`src/rtl/adder.sv`:
```
// Parameterised ripple-carry adder: a chain of mux-based full-adder cells with an immediate
// result plus a one-cycle registered copy carrying a signed-overflow flag and a valid strobe.
module adder #(
    parameter int unsigned WIDTH = 1
) (
    input  logic             clk,
    input  logic             rst_n,
    input  logic [WIDTH-1:0] a,
    input  logic [WIDTH-1:0] b,
    input  logic             cin,
    input  logic             en,
    output logic [WIDTH-1:0] res,
    output logic             carry,
    output logic [WIDTH-1:0] res_q,
    output logic             carry_q,
    output logic             ovf_q,
    output logic             valid_q
);

    logic [WIDTH:0]   w_c;
    logic [WIDTH-1:0] w_p;
    logic             w_ovf;

    assign w_c[0] = cin;

    // Each cell: sum picks propagate or its complement on the incoming carry; carry-out picks
    // the incoming carry when propagating, otherwise a_i (equal to b_i, i.e. generate/kill).
    for (genvar i = 0; i < WIDTH; i++) begin : g_cell
        assign w_p[i]     = a[i] ^ b[i];
        assign res[i]     = w_c[i] ? ~w_p[i] : w_p[i];
        assign w_c[i + 1] = w_p[i] ? w_c[i] : a[i];
    end

    assign carry = w_c[WIDTH];
    assign w_ovf = w_c[WIDTH-1] ^ w_c[WIDTH];

    always_ff @(posedge clk) begin
        if (!rst_n) begin
            res_q   <= '0;
            carry_q <= 1'b0;
            ovf_q   <= 1'b0;
            valid_q <= 1'b0;
        end else if (en) begin
            res_q   <= res;
            carry_q <= carry;
            ovf_q   <= w_ovf;
            valid_q <= 1'b1;
        end else begin
            valid_q <= 1'b0;
        end
    end

endmodule

```
`config.mk`:
```
export PLATFORM = sky130hd
export DESIGN_NAME = adder
export DESIGN_NICKNAME = d
export VERILOG_FILES = /design/src/rtl/adder.sv
export SDC_FILE = /design/constraint.sdc
export NUM_CORES = 1
export LEC_CHECK = 0
export BUFFER_PORTS_ARGS = -buffer_cell sky130_fd_sc_hd__buf_2
export CAP_MARGIN = 20
export CORE_AREA = 2 2 39 41
export CTS_BUF_LIST = sky130_fd_sc_hd__clkbuf_4 sky130_fd_sc_hd__clkbuf_8
export DETAILED_ROUTE_END_ITERATION = 7
export DIE_AREA = 0 0 41 43
export RECOVER_POWER = 100
export REMOVE_ABC_BUFFERS = 1
export SLEW_MARGIN = 15
export SYNTH_ARGS = -nofsm -noshare
export SYNTH_HDL_FRONTEND = slang
export SYNTH_SLANG_ARGS = --single-unit
```
`constraint.sdc`:
```
create_clock -name clk -period 0.9 [get_ports clk]
set_input_delay 0.27 -clock clk [delete_from_list [all_inputs] [get_ports clk]]
set_output_delay 0.27 -clock clk [all_outputs]
set_load 0.005 [all_outputs]
```
Word level (Yosys, flattened, before mapping)

Index checks and enable logic that the tools add are counted.

Muxes and demuxes: 3
Bitwise logic cells: 3

Operators with widths:

| operator         | number |
|---|---|
| 2-to-1 mux 1 bit | 3 |
| XOR 1 bit        | 2 |
| NOT 1 bit        | 1 |

Register bits: 4
Output and inout bits: 6
Word-level logic and storage cells: 10

Longest topological paths before layout

Depth in word-level cells: 3
Mapped depth: 3

Least setup slack after synthesis

No wires, ideal clock.

Path type: input to register
From: input port b
To: register res_q
Library setup time: 0.116 ns
Arrival time: 0.869 ns
Path slack: -0.085 ns
Cell stages on the path: 3
Cells stage by stage: xor3_2 > mux2i_1 > nor2b_1

Word-level cells in the longest chain between the ends: 3

RTL lines:

| item                   | line | RTL |
|---|---|---|
| start: declaration     | 9    | `input logic [WIDTH-1:0] b,` |
| XOR 1 bit (*)          | 29   | `assign w_p[i] = a[i] ^ b[i];` |
| NOT 1 bit              | 30   | `assign res[i] = w_c[i] ? ~w_p[i] : w_p[i];` |
| 2-to-1 mux 1 bit (*)   | 30   |  |
| end signal: assignment | 44   | `res_q <= res;` |
| end: declaration       | 14   | `output logic [WIDTH-1:0] res_q,` |

Mark *: on every way between the ends. The rest lies on a longest branch, timed or not.
A chain may end at the register's enable or synchronous reset.

Worst setup path after layout

From: input port cin
To: output port res

Word-level cells in the longest chain between the ends: 1

RTL lines:

| item               | line | RTL |
|---|---|---|
| start: declaration | 10   | `input logic cin,` |
| 2-to-1 mux 1 bit   | 30   |  |
| end: declaration   | 12   | `output logic [WIDTH-1:0] res,` |

No other way between the ends.

==> out/results.ini <==
[logic_synthesis]
synth_cell_types=10
avgSynthCellArea_um2=10.23
synth_compound_area_share_pct=20.14
synthXorXnorAreaFrac_pct=14.39
synth_top_family_by_area=compound AO/OA/AOI/OAI gates
synthAdderAreaFrac_pct=0
syn-cell-area_um2=173.9
synthMuxAreaShare_pct=5.755
yosys_warnings=0
syn_inst=17
yosys.area_share.simple_pct=13.67
synth-seq-cells=4
yosysSeqAreaShare_pct=46.04

[sta]
max_clock_freq_mhz=855.7
rsz0062_at_grt=yes
setup_ws_ns=-0.2687
clock_skew_ns=0
finalCriticalPeriod_ns=1.169
relSlewSlack_pct=83.52
tightest_slew_ns=0.2472
fin_setup_tns_ns=-0.4748
post-route-period-util_pct=129.9
drv_slew=0
setup-violations-final=6
hold_violations=0

[drt]
detail-route-antenna-nets=0
dr.pass1.iters=1
drc_errors=0
routedWlPerCell_um=9.302
drt-vias-per-instance=3.849
wirelength_um=493
drt_first_iter_violations=0
num_vias=204

[clock_tree]
cts.clk_slew.worst_paths_ns=0.04
htree_levels=1
numCtsBuffers=3
clk_latency_ns=0.24
cts_tree=yes
clockBufferDepth=2
cts.sinks=4
cts_root_buffer=clkbuf_4

[floorplanning]
die_w_um=41
num_rows=14
die-area_um2=1763
ios=12
initial_core_util_pct=12.57
chipHeight_um=43
core_area_um2=1384

[global_routing]
antenna_found_initial=0
grt_pass1_wl_um=752
grt_usage_pct=6.834
grt_pass1_vias=202
grt_max_degree=7
grt.overflow.total=0

[worst_setup_path]
timing.rr.end=res_q
worstSetupEndpointType=output pin
crit_type=input port to output pin
cp_max_fo=2
startpoint_type=input port
reg2reg_from=res_q
required_ns=0.63
worstPathArrival_ns=0.90
r2r_cells=3
r2r_setup_slack_ns=0.18

[worst_hold_path]
min_delay_path_depth=2
holdPathEnd=valid_q
worst_hold_path_type=input port to register
holdCritStartpoint=rst_n

[outcome]
violations=negative setup slack
status=finished with violations

[cells_and_area]
layout_common_cells=8 x buf_2, 6 x buf_4, 3 x nand2_1, 3 x dfxtp_2, 3 x clkbuf_4
fin_nets=45
drive_gt1_share_pct=67.57
diodes=0
area_growth_pct=92.81
final_area_um2=335.3
layout_commonest_cell=buf_2

[placed_design]
globalplace.congestion=0.6054
numPortBuffers=11
dpl_cell_area_um2=264.0

[pwr]
ir_drop_mv=0.2314
powerDensity_nw_per_um2=1643
p_leak_uw=0.0001727

[run]
cap_violations=0

## where the power goes
part	internal, µW	total [µW]	switching, µW
combinational	74.7	121	45.8
clock	150	232	81.9
sequential	194	199	5.12
## how the worst max path moves through the flow
stage                       end  startpoint  cells after the start
final                       res         cin                      3
after global routing        res         cin                      3
after CTS                   res         cin                      3
after detailed placement    res           b                      3
after global placement      res           b                      3
after floorplan           res_q           b                      3
## layer usage
layer / global-route usage [%] / up-vias / share of wire (%) / routed length [µm]
met5: 0 / - / 0 / 0
met1: 5.806 / 91 / 37 / 181
met2: 10.94 / 8 / 53 / 259
met3: 0 / 3 / 5.1 / 25
met4: 10.00 / 0 / 5.5 / 27
li1: - / 102 / - / -
## area by class of cell
class	instances	area, µm²
fillers	159	1049
repair buffers	17	111.4
multi-input cells	13	97.59
flip-flops and latches	4	83.83
clock buffers	3	22.52
well taps	16	20.02
## stage by stage
step	instances	util [%]	hold WS, ns	power [µW]	setup WS [ns]
after global routing	53	24.23	0.2955	582.8	-0.2998
after detailed placement	46	19.08	0.5090	297.1	-0.3282
final	53	24.23	0.2882	551.0	-0.2687
after CTS	52	23.60	0.2850	555.0	-0.2794
after global placement	46	19.08	0.5083	295.7	-0.3090
after floorplan	17	-	0.3594	241.0	-0.08524
## worst max-delay path, stage by stage
cell	delay, ns
buf_6	0.07
xor3_2	0.42
buf_2	0.14
## sequential cells by signal (all words and copies together) (netlist names)
name and count:
valid_q 1, ovf_q 1, res_q 1, carry_q 1
## kinds of logic after synthesis
group           Yosys count
compound gates            6
xor+xnor                  1
flops                     4
mux                       1
simple gates              5
## cell usage after synthesis
cell type | n | area [µm²]
dfxtp_1 | 4 | 80.08
nand2_1 | 3 | 11.26
o21ai_0 | 3 | 15.01
a21o_2 | 1 | 8.760
a21oi_1 | 1 | 5.000
a31oi_1 | 1 | 6.260
and2_1 | 1 | 6.260
mux2i_1 | 1 | 10.01
nor2b_1 | 1 | 6.260
xor3_2 | 1 | 25.02
## what timing repair did
item / 4_1_cts / 5_1_grt
buffers inserted: 3 / 1
pin swaps: 3 / 2
resized for setup: 6 / 2
endpoints found under the setup margin: 6 / 6
hold buffers: 0 / 0
Power figures use the tool's default switching activity.
